===== src/rtl/aes_round_ctrl_pkg.sv =====
// aes_pkg: shared constants, FSM encoding and byte-level helpers for the AES round controller
package aes_pkg;
  localparam int NR_DEF = 10;
  typedef enum logic [1:0] {IDLE = 2'd0, ROUND = 2'd1, DONE = 2'd2} fsm_t;
  function automatic int byte_idx(input int r, input int c);
    return 4 * c + r;
  endfunction
  function automatic logic [7:0] xtime(input logic [7:0] b);
    return {b[6:0], 1'b0} ^ (b[7] ? 8'h1b : 8'h00);
  endfunction
  function automatic logic [127:0] shiftrows(input logic [127:0] s);
    logic [127:0] o;
    o = '0;
    for (int c = 0; c < 4; c++)
      for (int r = 0; r < 4; r++)
        o[127-8*byte_idx(r, c) -: 8] = s[127-8*byte_idx(r, (c + r) % 4) -: 8];
    return o;
  endfunction
endpackage


===== src/rtl/aes_round_ctrl_mixcolumns.sv =====
// aes_round_ctrl_mixcolumns: combinational AES MixColumns over four column-major columns
module aes_round_ctrl_mixcolumns
  import aes_pkg::*;
(
  input  logic [127:0] din,
  output logic [127:0] dout
);
  for (genvar c = 0; c < 4; c++) begin : g_col
    logic [7:0] a0, a1, a2, a3;
    assign {a0, a1, a2, a3} = din[127-32*c -: 32];
    assign dout[127-32*c -: 32] = {
      xtime(a0) ^ xtime(a1) ^ a1 ^ a2 ^ a3,
      a0 ^ xtime(a1) ^ xtime(a2) ^ a2 ^ a3,
      a0 ^ a1 ^ xtime(a2) ^ xtime(a3) ^ a3,
      xtime(a0) ^ a0 ^ a1 ^ a2 ^ xtime(a3)
    };
  end
endmodule


===== src/rtl/aes_round_ctrl.sv =====
// aes_round_ctrl: iterative AES-128 round sequencer; AES_ROUND_CTRL_ABORT_EN adds an abort input
module aes_round_ctrl
  import aes_pkg::*;
#(
  parameter int NR = NR_DEF
) (
  input  logic         clk,
  input  logic         rst,
  input  logic         in_valid,
  output logic         in_ready,
  input  logic [127:0] plaintext,
  output logic [3:0]   rk_idx,
  input  logic [127:0] rk,
  output logic [127:0] sb_in,
  input  logic [127:0] sb_out,
  output logic         out_valid,
  input  logic         out_ready,
`ifdef AES_ROUND_CTRL_ABORT_EN
  input  logic         abort,
`endif
  output logic [127:0] ciphertext,
  output logic         busy
);
  fsm_t fsm, fsm_n;
  logic [127:0] st, st_n, sr, mc;
  logic [3:0] round, round_n;
  logic abort_hit;
`ifdef AES_ROUND_CTRL_ABORT_EN
  assign abort_hit = abort;
`else
  assign abort_hit = 1'b0;
`endif
  assign sr = shiftrows(sb_out);
  aes_round_ctrl_mixcolumns u_mc (.din(sr), .dout(mc));
  always_ff @(posedge clk) begin
    if (rst) begin
      fsm   <= IDLE;
      st    <= '0;
      round <= '0;
    end else begin
      fsm   <= fsm_n;
      st    <= st_n;
      round <= round_n;
    end
  end
  always_comb begin
    fsm_n   = fsm;
    st_n    = st;
    round_n = round;
    case (fsm)
      IDLE: if (in_valid && !abort_hit) begin
        st_n    = plaintext ^ rk;
        round_n = 4'd1;
        fsm_n   = ROUND;
      end
      ROUND: begin
        st_n    = (round < 4'(NR)) ? mc ^ rk : sr ^ rk;
        round_n = (round < 4'(NR)) ? round + 4'd1 : round;
        fsm_n   = (round < 4'(NR)) ? ROUND : DONE;
      end
      DONE: if (out_ready) begin
        fsm_n   = IDLE;
        round_n = '0;
      end
      default: fsm_n = IDLE;
    endcase
    // abort overrides everything outside IDLE and throws the block away
    if (abort_hit && fsm != IDLE) begin
      fsm_n   = IDLE;
      st_n    = '0;
      round_n = '0;
    end
  end
  assign in_ready   = fsm == IDLE;
  assign busy       = fsm != IDLE;
  assign out_valid  = fsm == DONE;
  assign rk_idx     = (fsm == ROUND) ? round : 4'd0;
  assign sb_in      = st;
  assign ciphertext = st;
endmodule


===== config.mk =====
export PLATFORM = sky130hd
export DESIGN_NAME = aes_round_ctrl
export DESIGN_NICKNAME = d
export VERILOG_FILES = /design/src/rtl/aes_round_ctrl_pkg.sv /design/src/rtl/aes_round_ctrl_mixcolumns.sv /design/src/rtl/aes_round_ctrl.sv
export SDC_FILE = /design/constraint.sdc
export NUM_CORES = 1
export LEC_CHECK = 0
export ABC_AREA = 1
export BUFFER_PORTS_ARGS = -buffer_cell sky130_fd_sc_hd__buf_2
export CAP_MARGIN = 5
export CORE_AREA = 2 2 255 257
export CTS_CLUSTER_SIZE = 25
export DETAILED_ROUTE_END_ITERATION = 6
export DIE_AREA = 0 0 257 259
export GPL_TIMING_DRIVEN = 1
export PLACE_DENSITY_LB_ADDON = 0.12
export SLEW_MARGIN = 20
export SYNTH_ARGS = -nofsm -noshare
export SYNTH_HDL_FRONTEND = slang
export SYNTH_SLANG_ARGS = --single-unit

===== constraint.sdc =====
create_clock -name clk -period 2 [get_ports clk]
set_clock_uncertainty 0.1 [all_clocks]
set_input_delay 0.3 -clock clk [delete_from_list [all_inputs] [get_ports clk]]
set_output_delay 0.3 -clock clk [all_outputs]
set_load 0.005 [all_outputs]

==> results of run 1 <==
synth_stat cells (all sizes together) (13+ instances only):
master / count / area share [%]
dfxtp: 134 / 16
nand2: 794 / 18
buf: 213 / 8.5
clkbuf: 58 / 1.4
nor2: 374 / 8.6
xor2: 209 / 11
o22a: 20 / 1.1
or2: 13 / 0.49
inv: 353 / 8.0
nand3: 261 / 7.9
a31oi: 17 / 0.65
xnor2: 124 / 6.7
a21oi: 172 / 5.3
nand3b: 37 / 1.7
o21ai: 100 / 3.0
final cells by class:
cell class / count / area (sq um) / area share [%]
Multi-Input combinational cell: 2142 / 11100 / 48.8
Timing Repair Buffer: 877 / 5890 / 26.0
Sequential cell: 134 / 2690 / 11.8
Inverter: 355 / 1340 / 5.92
Tap cell: 855 / 1070 / 4.71
Clock buffer: 19 / 453 / 2.00
Clock inverter: 12 / 153 / 0.673
Antenna cell: 8 / 20.0 / 0.0882
cells by family after synthesis:
family,share of synthesized area (%)
and+or+nand+nor,37.1
buffers and inverters,18.0
xor gates and xnor gates,17.8
AOI/OAI and AO/OA,10.5
DFF,16.3
adders and majority gates,0.304
metrics by stage:
step           instances  setup slack, ns  instance area (sq um)
4_1_cts             4359          0.00275                  21800
5_1_grt             4398          -0.0919                  22700
2_1_floorplan       2902            0.188                  16500
3_5_place_dp        4244          -0.0555                  20200
6_report            4402           0.0239                  22700
3_3_place_gp        4244          -0.0575                  20200
where the power goes:
group	switching, mW	internal [mW]
Combinational	5.38	4.41
Clock	1.56	2.02
Sequential	0.613	3.31
Total	7.55	9.74
worst max path at each step:
| stage | from | to | slack (ns) | depth (start not counted) |
|---|---|---|---|---|
| floorplan | fsm[0]$_SDFFE_PP0P_ | ciphertext[19]$_SDFFE_PP0P_ | 0.19 | 10 |
| finish | fsm[1]$_SDFFE_PP0P_ | rk_idx[3] | 0.02 | 7 |
| global placement | fsm[1]$_SDFFE_PP0P_ | ciphertext[88]$_SDFFE_PP0P_ | -0.06 | 10 |
| CTS | fsm[1]$_SDFFE_PP0P_ | ciphertext[53]$_SDFFE_PP0P_ | 0.003 | 13 |
| detailed placement | fsm[1]$_SDFFE_PP0P_ | ciphertext[88]$_SDFFE_PP0P_ | -0.06 | 10 |
| global route | fsm[1]$_SDFFE_PP0P_ | ciphertext[109]$_SDFFE_PP0P_ | -0.09 | 12 |
routing by layer:
metal	share of wire, %	routed length (um)	global-route usage [%]
met2	48	37900	37.9
met4	1.6	1270	4.97
met3	4.9	3850	4.09
met5	0.051	40	0
met1	45	35900	27.9
critical path, stage by stage, from the launching register on:
cell and delay [ns]:
dfxtp_2 0.32, inv_2 0.08, ha_4 0.19, buf_4 0.13, buf_12 0.10, nand2_1 0.05
inv_1 0.08, buf_2 0.13
sequential cells by signal (all words and copies together), names as in the netlist:
name / count
ciphertext: 128
fsm: 2
round: 4
timing repair:
item                                   4_1_cts  5_1_grt
pin swaps                                    1        6
gates resized for setup                     16       89
endpoints found under the hold margin       68        0
hold buffers                                68        0
setup endpoints to repair                   10      106
gates cloned                                 5       16
setup buffers                               11       21
==> impl_results.html, run 1 <==
<table>
<tr><th>Metric</th><th>Value</th></tr>
<tr><th colspan="2">Power and ir drop</th></tr>
<tr><td>Cell Pwr Density</td><td>761 nW/um^2</td></tr>
<tr><td>Tot Pwr</td><td>approximately 17 mW</td></tr>
<tr><td>Worst vdd ir</td><td>~650 uV</td></tr>
<tr><td>Leakage power summed over all cells</td><td>about 13 nW</td></tr>
<tr><th colspan="2">Drt</th></tr>
<tr><td>Antenna Violating Nets Remaining</td><td>0</td></tr>
<tr><td>Initial detailed-routing violation count</td><td>1060</td></tr>
<tr><td>DRC</td><td>0</td></tr>
<tr><td>TritonRoute pass-1 iters</td><td>5</td></tr>
<tr><td>Routed wire length</td><td>about 79000 um</td></tr>
<tr><td>Total vias in the final route</td><td>19200</td></tr>
<tr><td>WL/cell</td><td>17.9 um</td></tr>
<tr><td>Per-cell via count in the routed design</td><td>roughly 4.4</td></tr>
<tr><th colspan="2">Synth</th></tr>
<tr><td>Warning count from the yosys run</td><td>0</td></tr>
<tr><td>Instance count of the mapped netlist</td><td>around 2900</td></tr>
<tr><td>Async S/R FF share, synth</td><td>0%</td></tr>
<tr><td>Total nets after synthesis</td><td>~3300</td></tr>
<tr><td>Number of distinct library cell variants in the gate-level netlist after synthesis</td><td>37</td></tr>
<tr><td>Post-synth top flop</td><td>dfxtp_1</td></tr>
<tr><td>Mean Syn Cell Area</td><td>5.68 sq um</td></tr>
<tr><td>Number of register bits inferred by synthesis</td><td>134</td></tr>
<tr><td>Area of the mapped netlist</td><td>16500 sq um</td></tr>
<tr><td>Number of enable-type register cells in the synthesized netlist</td><td>0</td></tr>
<tr><td>Part of the Yosys area used for sequential elements</td><td>between 10% and 20%</td></tr>
<tr><th colspan="2">Place</th></tr>
<tr><td>Final weighted congestion in routability-driven placement</td><td>about 0.83</td></tr>
<tr><td>HPWL after DPL</td><td>roughly 59000 um</td></tr>
<tr><td>Count of input and output buffers</td><td>650</td></tr>
<tr><th colspan="2">Floorplanning</th></tr>
<tr><td>Die Span Y</td><td>about 260 um</td></tr>
<tr><td>Starting density of the core</td><td>about a quarter</td></tr>
<tr><td>Core Box Area</td><td>63900 sq um</td></tr>
<tr><td>FP Rows</td><td>93</td></tr>
<tr><td>Total die area</td><td>between 60000 and 70000 sq um</td></tr>
<tr><td>Die Wd</td><td>approximately 260 um</td></tr>
<tr><td>IO Count</td><td>between 600 and 700</td></tr>
<tr><th colspan="2">Cells and area</th></tr>
<tr><td>Number of filler instances in the final layout</td><td>roughly 7000</td></tr>
<tr><td>Share of post-route cells with drive strength above 1</td><td>approximately a quarter</td></tr>
<tr><td>Final design utilization</td><td>between 30% and 40%</td></tr>
<tr><td>Most frequent cells in the layout</td><td>nand2_1 (787), buf_2 (649), nor2_1 (369)</td></tr>
<tr><td>Area growth from synthesis to layout</td><td>37.8%</td></tr>
<tr><td>Most common cell after layout, fill and taps aside</td><td>nand2_1</td></tr>
<tr><td>Fin nets</td><td>approximately 3900</td></tr>
<tr><th colspan="2">Timing</th></tr>
<tr><td>Accumulated negative setup slack</td><td>0 ns</td></tr>
<tr><td>Fin Hold WS</td><td>roughly 0.058 ns</td></tr>
<tr><td>Final hold violation count</td><td>0</td></tr>
<tr><td>RSZ-0062 raised after global routing</td><td>yes</td></tr>
<tr><td>Number of setup violations in the final report</td><td>0</td></tr>
<tr><td>Fmax</td><td>a little over 500 MHz</td></tr>
<tr><td>Tmin final</td><td>1.98 ns</td></tr>
<tr><td>Post-route fraction of the period consumed by the critical path</td><td>between 90% and 100%</td></tr>
<tr><td>Transition time at the pin with the least slew margin</td><td>between 0.4 and 0.5 ns</td></tr>
<tr><td>Final Max Slew Viols</td><td>0</td></tr>
<tr><td>Max-slew headroom at the worst pin</td><td>between 60% and 70%</td></tr>
<tr><th colspan="2">GRT</th></tr>
<tr><td>Global-route wire length before repair</td><td>about 110000 um</td></tr>
<tr><td>Total global routing overflow</td><td>0</td></tr>
<tr><td>Total global routing track utilization</td><td>a little over a fifth</td></tr>
<tr><td>Largest net degree at the start of global routing</td><td>62</td></tr>
<tr><td>Via count of the first global-routing pass</td><td>18000</td></tr>
<tr><td>Initial antenna violation count</td><td>12</td></tr>
<tr><th colspan="2">Clock tree</th></tr>
<tr><td>Clock sink count</td><td>approximately 130</td></tr>
<tr><td>Deepest level of the CTS H-tree</td><td>4</td></tr>
<tr><td>Maximum clock path buffer count</td><td>2</td></tr>
<tr><td>Clock tree from TritonCTS</td><td>yes</td></tr>
<tr><td>Clock latency on the worst-skew pair</td><td>~0.49 ns</td></tr>
<tr><td>Clock buffers created by TritonCTS</td><td>17</td></tr>
<tr><td>Clock slew at the register clock pins of the worst setup and hold paths</td><td>about 0.070 ns</td></tr>
<tr><td>Root buffer cell</td><td>clkbuf_16</td></tr>
<tr><th colspan="2">Critical path</th></tr>
<tr><td>Largest fanout on the critical path</td><td>6</td></tr>
<tr><td>FF-to-FF End</td><td>ciphertext[121]$_SDFFE_PP0P_</td></tr>
<tr><td>Class of the most critical setup path</td><td>flop to primary output</td></tr>
<tr><td>Startpoint type of the worst setup path</td><td>flop</td></tr>
<tr><td>Critical Path Sink Type</td><td>primary output</td></tr>
<tr><td>Required time of the critical path</td><td>between 1.5 and 2 ns</td></tr>
<tr><td>Worst reg2reg path depth</td><td>11</td></tr>
<tr><td>Data arrival time of the worst path</td><td>between 1.5 and 2 ns</td></tr>
<tr><td>Worst-case register-to-register setup slack</td><td>approximately 0.04 ns</td></tr>
<tr><td>R2R Path Start</td><td>fsm[1]$_SDFFE_PP0P_</td></tr>
<tr><th colspan="2">Worst hold path</th></tr>
<tr><td>End point of the worst hold path</td><td>ciphertext[100]$_SDFFE_PP0P_</td></tr>
<tr><td>Number of cells traversed by the worst hold path</td><td>5</td></tr>
<tr><td>Tightest Hold Check Type</td><td>input pin to flop</td></tr>
<tr><td>Hold path start</td><td>rk[100]</td></tr>
<tr><th colspan="2">Run status</th></tr>
<tr><td>Result of the run</td><td>complete, no violations</td></tr>
<tr><th colspan="2">Run</th></tr>
<tr><td>Count of maximum capacitance violations</td><td>0</td></tr>
</table>
Power figures use the tool's default switching activity.
==> inputs of run 2 (changes only) <==
--- a/config.mk
+++ b/config.mk
@@ -5,13 +5,12 @@
 export SDC_FILE = /design/constraint.sdc
 export NUM_CORES = 1
 export LEC_CHECK = 0
-export ABC_AREA = 1
 export BUFFER_PORTS_ARGS = -buffer_cell sky130_fd_sc_hd__buf_2
 export CAP_MARGIN = 5
-export CORE_AREA = 2 2 255 257
+export CORE_AREA = 2 2 253 255
 export CTS_CLUSTER_SIZE = 25
 export DETAILED_ROUTE_END_ITERATION = 6
-export DIE_AREA = 0 0 257 259
+export DIE_AREA = 0 0 255 257
 export GPL_TIMING_DRIVEN = 1
 export PLACE_DENSITY_LB_ADDON = 0.12
 export SLEW_MARGIN = 20
==> impl_results.html, run 2 <==
<table>
<tr><th>Metric</th><th>Value</th></tr>
<tr><th colspan="2">Timing</th></tr>
<tr><td>Max-slew headroom at the worst pin</td><td>67.2% (-1.6 points)</td></tr>
<tr><td>Fin Hold WS</td><td>0.0203 ns (-0.0375 ns)</td></tr>
<tr><td>Transition time at the pin with the least slew margin</td><td>0.491 ns (+0.0274 ns)</td></tr>
<tr><td>Post-route fraction of the period consumed by the critical path</td><td>101% (+2.6 points)</td></tr>
<tr><td>Final Worst Setup Slack</td><td>-0.0288 ns (-0.0526 ns)</td></tr>
<tr><td>Final hold violation count</td><td>0 (unchanged)</td></tr>
<tr><td>Accumulated negative setup slack</td><td>-0.0960 ns (-0.0960 ns)</td></tr>
<tr><td>Final Max Slew Viols</td><td>0 (unchanged)</td></tr>
<tr><td>RSZ-0062 raised after global routing</td><td>yes</td></tr>
<tr><td>Tmin final</td><td>2.03 ns (+0.0526 ns)</td></tr>
<tr><td>Fmax</td><td>493 MHz (-2.6%)</td></tr>
<tr><td>Number of setup violations in the final report</td><td>8 (+8)</td></tr>
<tr><th colspan="2">Critical path</th></tr>
<tr><td>Data arrival time of the worst path</td><td>2.30 ns (+0.72 ns)</td></tr>
<tr><td>Critical Path Sink Type</td><td>flop</td></tr>
<tr><td>Largest fanout on the critical path</td><td>13 (+7)</td></tr>
<tr><td>First element of the critical path</td><td>fsm[1]$_SDFFE_PP0P_</td></tr>
<tr><td>Worst-case register-to-register setup slack</td><td>-0.03 ns (-0.07 ns)</td></tr>
<tr><td>Required time of the critical path</td><td>2.27 ns (+0.67 ns)</td></tr>
<tr><td>FF-to-FF End</td><td>ciphertext[95]$_SDFFE_PP0P_</td></tr>
<tr><td>Worst reg2reg path depth</td><td>9 (-2)</td></tr>
<tr><td>R2R Path Start</td><td>fsm[1]$_SDFFE_PP0P_</td></tr>
<tr><td>Class of the most critical setup path</td><td>flop to flop</td></tr>
<tr><td>Startpoint type of the worst setup path</td><td>flop</td></tr>
<tr><th colspan="2">Drt</th></tr>
<tr><td>Total vias in the final route</td><td>14500 (-25%)</td></tr>
<tr><td>Routed wire length</td><td>71600 um (-9.3%)</td></tr>
<tr><td>Antenna Violating Nets Remaining</td><td>0 (unchanged)</td></tr>
<tr><td>DRC</td><td>11 (+11)</td></tr>
<tr><td>TritonRoute pass-1 iters</td><td>7 (+2)</td></tr>
<tr><td>WL/cell</td><td>22.8 um (+27%)</td></tr>
<tr><td>Initial detailed-routing violation count</td><td>972 (-8.3%)</td></tr>
<tr><td>Per-cell via count in the routed design</td><td>4.61 (+5.5%)</td></tr>
<tr><th colspan="2">Place</th></tr>
<tr><td>Post-DP Area</td><td>19000 sq um (-6.3%)</td></tr>
<tr><td>Final weighted congestion in routability-driven placement</td><td>0.837 (+0.63%)</td></tr>
<tr><td>DP Cell Count</td><td>2926 (-31%)</td></tr>
<tr><td>HPWL after DPL</td><td>53700 um (-9.6%)</td></tr>
<tr><td>Count of input and output buffers</td><td>650 (unchanged)</td></tr>
<tr><th colspan="2">Cells and area</th></tr>
<tr><td>Number of filler instances in the final layout</td><td>6459 (-10%)</td></tr>
<tr><td>Final design utilization</td><td>35.1% (-0.39 points)</td></tr>
<tr><td>Final standard cell area without fillers</td><td>22000 sq um (-2.9%)</td></tr>
<tr><td>Most frequent cells in the layout</td><td>buf_2 (646), buf_4 (219), xnor2_1 (150)</td></tr>
<tr><td>Area growth from synthesis to layout</td><td>56.2%</td></tr>
<tr><td>Flip-flop count of the largest register, all copies and words added</td><td>128 (unchanged)</td></tr>
<tr><td>Non-filler instance count after layout</td><td>3138 (-29%)</td></tr>
<tr><td>Share of post-route cells with drive strength above 1</td><td>46.5% (+21 points)</td></tr>
<tr><td>Fin nets</td><td>2660 (-32%)</td></tr>
<tr><td>Most common cell after layout, fill and taps aside</td><td>buf_2</td></tr>
<tr><th colspan="2">Clock tree</th></tr>
<tr><td>Clock slew at the register clock pins of the worst setup and hold paths</td><td>0.07 ns (about the same)</td></tr>
<tr><td>Root buffer cell</td><td>clkbuf_16</td></tr>
<tr><td>Deepest level of the CTS H-tree</td><td>4 (unchanged)</td></tr>
<tr><td>Maximum clock path buffer count</td><td>2 (unchanged)</td></tr>
<tr><td>Clock sink count</td><td>134 (unchanged)</td></tr>
<tr><td>Clock tree from TritonCTS</td><td>yes</td></tr>
<tr><td>Clock latency on the worst-skew pair</td><td>0.49 ns (about the same)</td></tr>
<tr><td>Clock buffers created by TritonCTS</td><td>17 (unchanged)</td></tr>
<tr><th colspan="2">GRT</th></tr>
<tr><td>Total global routing overflow</td><td>0 (unchanged)</td></tr>
<tr><td>Via count of the first global-routing pass</td><td>14500 (-19%)</td></tr>
<tr><td>Initial antenna violation count</td><td>16 (+4)</td></tr>
<tr><td>Total global routing track utilization</td><td>20.4% (-1.4 points)</td></tr>
<tr><td>Largest net degree at the start of global routing</td><td>57 (-8.1%)</td></tr>
<tr><td>Global-route wire length before repair</td><td>98100 um (-11%)</td></tr>
<tr><th colspan="2">Synth</th></tr>
<tr><td>Biggest area consumer among synthesized cells</td><td>xnor3_1</td></tr>
<tr><td>Top cell type's share of synthesized area</td><td>21.7% (+3.7 points)</td></tr>
<tr><td>Warning count from the yosys run</td><td>0 (unchanged)</td></tr>
<tr><td>Number of enable-type register cells in the synthesized netlist</td><td>0 (unchanged)</td></tr>
<tr><td>Area of the mapped netlist</td><td>14100 sq um (-14%)</td></tr>
<tr><td>Post-synth top flop</td><td>dfxtp_1</td></tr>
<tr><td>Cell types with the largest area share after synthesis</td><td>xnor3_1 (22%), dfxtp_1 (19%), xnor2_1 (9.7%), buf_4 (7.0%), a22oi_1 (5.5%)</td></tr>
<tr><td>Number of distinct library cell variants in the gate-level netlist after synthesis</td><td>48 (+30%)</td></tr>
<tr><td>Instance count of the mapped netlist</td><td>1480 (-49%)</td></tr>
<tr><td>Mean Syn Cell Area</td><td>9.53 sq um (+68%)</td></tr>
<tr><td>Part of the Yosys area used for sequential elements</td><td>19.0% (+2.7 points)</td></tr>
<tr><td>Number of register bits inferred by synthesis</td><td>134 (unchanged)</td></tr>
<tr><td>Most used standard cell by instance count after synthesis</td><td>xnor2_1</td></tr>
<tr><td>Top post-synthesis cells by count</td><td>xnor2_1 (156), o21ai_0 (139), xnor3_1 (136), dfxtp_1 (134), nand2_1 (132)</td></tr>
<tr><td>Async S/R FF share, synth</td><td>0% (unchanged)</td></tr>
<tr><td>Total nets after synthesis</td><td>1872 (-43%)</td></tr>
<tr><th colspan="2">Run status</th></tr>
<tr><td>Result of the run</td><td>finished, violations left</td></tr>
<tr><td>Failing checks</td><td>DRC, setup timing</td></tr>
<tr><th colspan="2">Floorplanning</th></tr>
<tr><td>FP Rows</td><td>92 (-1.1%)</td></tr>
<tr><td>Die Span Y</td><td>257 um (-0.77%)</td></tr>
<tr><td>IO Count</td><td>651 (unchanged)</td></tr>
<tr><td>Die Wd</td><td>255 um (-0.78%)</td></tr>
<tr><td>Total die area</td><td>65500 sq um (-1.5%)</td></tr>
<tr><td>Starting density of the core</td><td>22.5% (-3.3 points)</td></tr>
<tr><td>Core Box Area</td><td>62700 sq um (-1.8%)</td></tr>
<tr><th colspan="2">Power and ir drop</th></tr>
<tr><td>Leakage power summed over all cells</td><td>10.8 nW (-16%)</td></tr>
<tr><td>Cell Pwr Density</td><td>602 nW/um^2 (-21%)</td></tr>
<tr><td>Worst vdd ir</td><td>696 uV (+6.4%)</td></tr>
<tr><th colspan="2">Worst hold path</th></tr>
<tr><td>Hold path start</td><td>rk[53]</td></tr>
<tr><td>Number of cells traversed by the worst hold path</td><td>3 (-2)</td></tr>
<tr><td>End point of the worst hold path</td><td>ciphertext[53]$_SDFFE_PP0P_</td></tr>
<tr><td>Tightest Hold Check Type</td><td>input pin to flop</td></tr>
<tr><th colspan="2">Run</th></tr>
<tr><td>Count of maximum capacitance violations</td><td>0 (unchanged)</td></tr>
</table>
run 2: logic make-up after synthesis:
group	share of synthesized area, %
XOR/XNOR	41.3
AO/OA/AOI/OAI	17.1
buffers and inverters	11.8
AND/OR/NAND/NOR	10.3
flip-flops	19.0
adder cells (fa/ha/maj)	0.355
multiplexers	0.142
run 2: critical path: stages, from the launching register on:
cell and delay (ns):
dfxtp_2 0.33, inv_2 0.07, ha_4 0.19, inv_8 0.07, buf_12 0.15, or3_4 0.40
o211ai_1 0.23, buf_4 0.18, xnor2_2 0.10, o21ai_1 0.07
run 2: metal layers:
layer,track usage (%),share of wire (%)
met1,26.7,45
met2,33.5,48
met3,4.72,5.8
met4,5.91,1.4
met5,0,0.074
run 2: area by class of cell:
type                            instances  area (sq um)  area share [%]
Sequential cell                       134          2690            12.2
Timing Repair Buffer                 1059          7490            34.0
Clock buffer                           19           453            2.05
Antenna cell                           11          27.5           0.125
Tap cell                              846          1060            4.80
Inverter                                5          28.8           0.131
Multi-Input combinational cell       1051         10200            46.1
Clock inverter                         13           131           0.596
run 2: worst max-delay path by stage:
| stage | to | cells past startpoint |
|---|---|---|
| after floorplan | ciphertext[98]$_SDFFE_PP0P_ | 8 |
| after detailed placement | ciphertext[25]$_SDFFE_PP0P_ | 6 |
| final | ciphertext[95]$_SDFFE_PP0P_ | 9 |
| after global placement | ciphertext[25]$_SDFFE_PP0P_ | 6 |
| after CTS | rk_idx[0] | 5 |
| after global routing | ciphertext[75]$_SDFFE_PP0P_ | 8 |
run 2: repair_timing:
action	CTS	global route
hold buffers	117	0
cloned	7	13
gates resized for setup	74	84
hold endpoints to repair	121	0
setup buffers	18	16
pin swaps	31	51
endpoints found under the setup margin	119	125
run 2: through the flow:
stage / setup slack (ns) / power [mW]
2_1_floorplan: 0.0160 / 7.03
6_report: -0.0288 / 13.3
5_1_grt: -0.132 / 14.0
3_5_place_dp: -0.217 / 9.33
4_1_cts: -0.0698 / 13.3
3_3_place_gp: -0.194 / 9.31
run 2: power breakdown:
part           total (mW)  internal, mW  switching, mW
clock                3.43          1.89           1.54
combinational        6.48          3.64           2.84
sequential           3.35          3.03          0.320
total                13.3          8.56           4.71
